$ cat config.mk
export PLATFORM = sky130hd
export DESIGN_NAME = pchb_arbiter
export DESIGN_NICKNAME = d
export VERILOG_FILES = /design/src/rtl/pchb_arbiter.sv
export SDC_FILE = /design/constraint.sdc
export NUM_CORES = 1
export LEC_CHECK = 0
export CORE_AREA = 2 2 39 41
export CTS_CLUSTER_DIAMETER = 50
export DETAILED_ROUTE_END_ITERATION = 8
export DIE_AREA = 0 0 41 43
export PLACE_DENSITY = 0.65
export SYNTH_ARGS = -nofsm -noshare
export SYNTH_HDL_FRONTEND = slang
export SYNTH_SLANG_ARGS = --single-unit
$ cat constraint.sdc
create_clock -name CLK -period 1.35 [get_ports CLK]
set_clock_uncertainty 0.05 [all_clocks]
set_input_delay 0.135 -clock CLK [delete_from_list [all_inputs] [get_ports CLK]]
set_output_delay 0.135 -clock CLK [all_outputs]
set_load 0.1 [all_outputs]
$ cat src/rtl/pchb_arbiter.sv
// pchb_arbiter
//   Clocked emulation of a precharge-half-buffer two-input arbiter. Two
//   dual-rail input channels (L0, L1) compete for one dual-rail output
//   channel (R). Every channel uses a 4-phase enable handshake.
//
//   Dual-rail encoding: 00 neutral, 01 logic 0, 10 logic 1, 11 illegal.
//
//   Handshake semantics (one rule for all channels): a sender presents a
//   token while the matching enable is high; the receiving side lowers the
//   enable to acknowledge the token. The sender then returns to neutral (00),
//   and the receiving side raises the enable again. R is a token offered to
//   the receiver. The receiver lowers Re to accept it, and R then returns to
//   00.
//
// Ports
//   CLK         in   1  clock, rising edge
//   RESET       in   1  asynchronous active-low reset
//   L0, L1      in   2  dual-rail input channels
//   L0e, L1e    out  1  input channel enables (1 = ready, 0 = token taken)
//   R           out  2  dual-rail output channel
//   Re          in   1  receiver enable (1 = ready, 0 = token accepted)
//   o_dbg_state out  3  current FSM state, for observation only
module pchb_arbiter #(
    parameter bit FAIR = 1'b1
) (
    input  logic       CLK,
    input  logic       RESET,
    input  logic [1:0] L0,
    output logic       L0e,
    input  logic [1:0] L1,
    output logic       L1e,
    output logic [1:0] R,
    input  logic       Re,
    output logic [2:0] o_dbg_state
);

    typedef enum logic [2:0] {
        S_IDLE   = 3'd0,
        S_GRANT0 = 3'd1,
        S_GRANT1 = 3'd2,
        S_REL0   = 3'd3,
        S_REL1   = 3'd4
    } state_t;

    state_t     r_state;
    state_t     w_state_nxt;
    logic [1:0] r_tok;      // token captured at grant time
    logic       r_last;     // channel granted most recently
    logic       w_grant;
    logic       w_win;      // 0 = L0 wins, 1 = L1 wins
    logic       w_v0;
    logic       w_v1;

    // Only 01 and 10 are requests. 11 is never captured, so R cannot show 11.
    assign w_v0 = (L0 == 2'b01) || (L0 == 2'b10);
    assign w_v1 = (L1 == 2'b01) || (L1 == 2'b10);

    // State register. The token and round-robin pointer also change only
    // on a grant.
    always_ff @(posedge CLK or negedge RESET) begin
        if (!RESET) begin
            r_state <= S_IDLE;
            r_tok   <= 2'b00;
            r_last  <= 1'b1;    // so L0 wins the first tie
        end else begin
            r_state <= w_state_nxt;
            if (w_grant) begin
                r_tok  <= w_win ? L1 : L0;
                r_last <= w_win;
            end
        end
    end

    // Next-state logic
    always_comb begin
        w_state_nxt = r_state;
        w_grant     = 1'b0;
        w_win       = 1'b0;
        case (r_state)
            S_IDLE: begin
                if (Re && (w_v0 || w_v1)) begin
                    w_grant = 1'b1;
                    if (w_v0 && w_v1)
                        w_win = FAIR ? ~r_last : 1'b0;
                    else
                        w_win = w_v1;
                    w_state_nxt = w_win ? S_GRANT1 : S_GRANT0;
                end
            end
            S_GRANT0: if (!Re) w_state_nxt = S_REL0;
            S_GRANT1: if (!Re) w_state_nxt = S_REL1;
            S_REL0:   if (L0 == 2'b00) w_state_nxt = S_IDLE;
            S_REL1:   if (L1 == 2'b00) w_state_nxt = S_IDLE;
            default:  w_state_nxt = S_IDLE;
        endcase
    end

    // Output decode. The outputs depend only on registers, so there is no
    // combinational path from the inputs to the outputs.
    always_comb begin
        R   = 2'b00;
        L0e = 1'b1;
        L1e = 1'b1;
        case (r_state)
            S_GRANT0: begin R = r_tok; L0e = 1'b0; end
            S_GRANT1: begin R = r_tok; L1e = 1'b0; end
            S_REL0:   L0e = 1'b0;
            S_REL1:   L1e = 1'b0;
            default:  ;
        endcase
    end

    assign o_dbg_state = r_state;

endmodule

# Yosys cells after proc, flatten, opt, wreduce, memory -nomap -nowiden
# Index checks and enable logic that the tools add are counted.
# totals
ff_bits,6
inputBits,7
elab_cells,47
# classes
n_eq_ne,13
mux,18
bitwise,1
reduce_logical,12
# ops
op,count
two-way mux 3 bit,5
case mux 3 bit (5 select lines),1
"!= test 2 bit, second input constant",5
two-way mux 1 bit,9
"equality test 3 x 2 -> 1 bit, second input constant",2
two-way mux 2 bit,3
OR reduction 2 bit,3
AND reduction 5 bit,1
"equality test 2 x 1 -> 1 bit, second input constant",2
"equality test 2 bit, second input constant",2
zero test 2 bit,2
"equality test 3 x 1 -> 1 bit, second input constant",1
"equality test 3 bit, second input constant",1
zero test 3 bit,1
logical OR 1 bit,3
logical AND 1 bit,2
NOT 1 bit,1

# Logic depth before layout (Yosys ltp)
# depth
word_depth,9
ltp_mapped,6
mapped_depth_nobuf,6

# Worst setup path after synthesis
# No wires, ideal clock.
# synth_path
path_type,reg-to-reg
startpoint,register r_state[2] (netlist: o_dbg_state[2])
endpoint,register r_state[1] (netlist: o_dbg_state[1])
t_arrival_ns,2.266
slack_ns,-1.099
stages_incl_launch_ff,6
period_less_slack_ns,2.449
cell_sequence,dfrtp_1 -> buf_6 -> or2b_1 -> nor2_1 -> o21ai_0 -> o41ai_2
# synth_between
elab_chain_len,3
# synth_lines
item,line_no,text
"start, declared",45,state_t r_state;
"start signal, assigned",66,r_state <= w_state_nxt;
equality test 3 bit (tied with other cells),79,case (r_state)
!= test 2 bit (no source line),n/a,
AND reduction 5 bit (no source line),n/a,
# Parallel ways exist; a longest one is shown, timed or not.
# A chain may end at the register's enable or synchronous reset.

# Final worst setup path
# layout_path
startpoint,register r_state[0] (netlist: o_dbg_state[0])
endpoint,output port R[0]
# layout_between
elab_chain_len,3
# layout_lines
item,line_no,text
equality test 3 x 2 -> 1 bit or equality test 3 x 1 -> 1 bit (tied branches),104,case (r_state)
OR reduction 2 bit (no source line) (*),n/a,
two-way mux 2 bit (*),104,
"end, declared",32,"output logic [1:0] R,"
# Mark *: on every way between the ends. The rest lies on a longest branch, timed or not.

==> results.md <==
* Core area at 1380 sq um
* Initial Util at 33.6%
* Seq/Total Area, Yosys at 32.5%
* Mapped cell area at 465 sq um
* Share of flip-flops with an asynchronous set or reset at 100%
* Vias in the first global route at 457
* Final wirelength at 1.07 mm
* Clk_lat worst skew at 0.26 ns
* Fillers at 115
* HPWL after detailed placement at 808 um
* Die ar. at 1760 sq um
* Status: finished with violations
* Slew of the pin with the lowest slew margin at 0.297 ns
* F_max at 622 MHz
* FF-to-FF path depth at 5
* RSZ-0062 raised after global routing: yes
* CTS tree: yes
* Final hold viol count at 0
* Crit path DAT at 1.42 ns
* Tmin final at 1.61 ns
* H-tree levels at 1
* Synth Area in Compound Gates at 21.0%
* EDFF count, synth at 0
* Grt ovf at 0
* Failing checks: negative setup slack
* Cell variety after synth at 27
* DR vias/cell at 4.75
* Cell area after layout at 860 sq um
* Nets at 87
* Clock sink count at 6
* Synth Area in XOR/XNOR at 1.88%
* Pin count of the biggest net entering global routing at 9
* DRT Pass-1 Iters at 2
* Die width at 41 um
* Global-route wire length before repair at 1.85 mm
* Max_cap viols at 0
* Root Buffer: clkbuf_4
* Mapped Cells at 51
* Cell Rows at 14
* Setup CP Type: flip-flop to primary output
* Port Buffer Count at 13
* Post-synthesis mux area share at 2.42%
* Share of cells above drive strength 1 at 53.2%
* Routed via count at 442
* CP Max Fanout at 2
* # DRC at 0
* Post-Synth Simple-Gate Area at 27.2%
* Area occupied by multi-input gates at 342 sq um
* Worst setup SP type: flip-flop
* Final setup violation count at 10
* Antenna diode count at 0
* Overall Global Routing Usage at 16.4%
* Yosys warns at 0
* Mapped Avg Cell Area at 9.13 sq um
* Layout area overhead at 84.7%
* Worst setup margin at -0.257 ns
* Register area at 163 sq um
* Post-CTS Hold Fix Bufs at 0
* Initial antenna violation count at 0
* CP Capture Type: primary output
* Hold WS at 0.0704 ns
* ANT nets after route at 0
* GP Congestion at 0.790
* Ports at 14
* DR WL/cell at 11.5 um
* Placed inst area at 744 sq um
* Yosys reg bits at 6
* Clock slew at reported path FFs at 0.06 ns
* Net count after synthesis at 60
* Dpl ws at -0.565 ns
* Drt first-iter violations at 7
* Die Span Y at 43 um
* Main flop type after synthesis: dfrtp_1
* Post-synthesis adder-cell area fraction at 5.38%
* Clock tree buffer depth at 2
* Num CTS Buffers at 3
* Worst slew margin at 80.1%
* Main combinational cell family by area after synthesis: simple AND/OR/NAND/NOR gates
* Final Max Slew Viols at 0
* Hold crit path type: input pin to asynchronous set/reset pin
* WP data required at 1.16 ns
* Fin crit share at 119%
==> layout make-up <==
class | count | share of cell area, %
Sequential cell | 6 | 18.9
Tap cell | 16 | 2.33
Multi-Input combinational cell | 38 | 39.7
Timing Repair Buffer | 25 | 34.2
Inverter | 4 | 1.75
Clock buffer | 4 | 3.06
==> placed cells by master (no fill, tap or decap) <==
| cell | Yosys | routed |
|---|---|---|
| clkdlybuf4s50_1 | 0 | 6 |
| nor2_2 | 0 | 2 |
| clkbuf_4 | 0 | 3 |
| xnor2_2 | 0 | 1 |
| inv_1 | 4 | 4 |
| clkbuf_1 | 0 | 1 |
| o21a_1 | 1 | 1 |
| or2_1 | 1 | 1 |
| buf_4 | 1 | 11 |
| and2_4 | 0 | 2 |
| mux2_4 | 0 | 1 |
| a21oi_1 | 5 | 5 |
| a21boi_4 | 0 | 1 |
| a211oi_2 | 0 | 1 |
| nor4_4 | 1 | 1 |
| dfstp_2 | 1 | 1 |
| dfrtp_1 | 5 | 2 |
| a2111o_1 | 1 | 1 |
| o41ai_2 | 1 | 1 |
| nor2_1 | 10 | 8 |
| nand2b_4 | 1 | 1 |
| dfrtp_4 | 0 | 3 |
| buf_12 | 0 | 7 |
| o21ai_1 | 0 | 1 |
| o22a_1 | 1 | 1 |
| ha_4 | 0 | 2 |
| buf_6 | 2 | 1 |
| nor2b_1 | 1 | 1 |
| a21o_4 | 0 | 1 |
| nand2_1 | 1 | 1 |
| nand2b_1 | 2 | 2 |
| or2b_4 | 0 | 1 |
| nand3_1 | 1 | 1 |
==> worst paths after layout <==
check                                           startpoint  slack, ns                         end
worst max-delay path            o_dbg_state[0]$_DFFE_PN0P_      -0.26                        R[0]
worst min-delay path                                 RESET       0.07  o_dbg_state[2]$_DFFE_PN0P_
worst max register to register  o_dbg_state[0]$_DFFE_PN0P_      -0.21  o_dbg_state[0]$_DFFE_PN0P_
worst min register to register        r_tok[0]$_DFFE_PN0P_       0.48        r_tok[0]$_DFFE_PN0P_
max in group asynchronous                            RESET       0.88          r_last$_DFFE_PN1P_
min in group CLK                      r_tok[0]$_DFFE_PN0P_       0.48        r_tok[0]$_DFFE_PN0P_
==> cell families after synthesis <==
kind of cell	after synthesis
buf+inv	7
flops	6
compound gates	13
simple gates	21
mux	1
xor+xnor	1
fa+ha+maj	2
==> Yosys cell counts, types with 2 or more instances <==
master / number / area (sq um)
a21oi_1: 5 / 25.0
and2_1: 2 / 12.5
inv_1: 4 / 15.0
ha_1: 2 / 25.0
nand2b_1: 2 / 12.5
buf_6: 2 / 22.5
dfrtp_1: 5 / 125
nor2_1: 10 / 37.5
==> routing by layer <==
layer	track usage, %	wire [um]	part of all wire, %
met5	0	0	0
met3	9.42	74	6.9
met4	4.67	0	0
met1	18.5	433	41
met2	25.3	557	52
==> critical path, stage by stage, from the launching register on <==
cell     delay (ns)
dfrtp_4        0.48
buf_6          0.12
xnor2_2        0.12
nor2_2         0.11
and2_4         0.16
buf_12         0.16
==> per-stage QoR <==
stage | cells | util, % | setup TNS (ns)
4_1_cts | 92 | 60.2 | -1.85
5_1_grt | 93 | 62.1 | -2.33
6_report | 93 | 62.1 | -1.70
3_3_place_gp | 85 | 53.8 | -2.50
2_1_floorplan | 51 | - | -1.98
3_5_place_dp | 85 | 53.8 | -2.74
==> state kept, by name (all words and copies together) (netlist names) <==
| register | count |
|---|---|
| o_dbg_state | 3 |
| r_tok | 2 |
| r_last | 1 |
==> timing repair <==
action | CTS | global route
endpoints found under the hold margin | 0 | 0
gates resized for setup | 7 | 2
endpoints found under the setup margin | 9 | 10
setup buffers | 3 | 1
pin swaps | 3 | 3
Power is not shown: default switching activity piles up to over one toggle a cycle in this logic, so the estimate is an artifact.
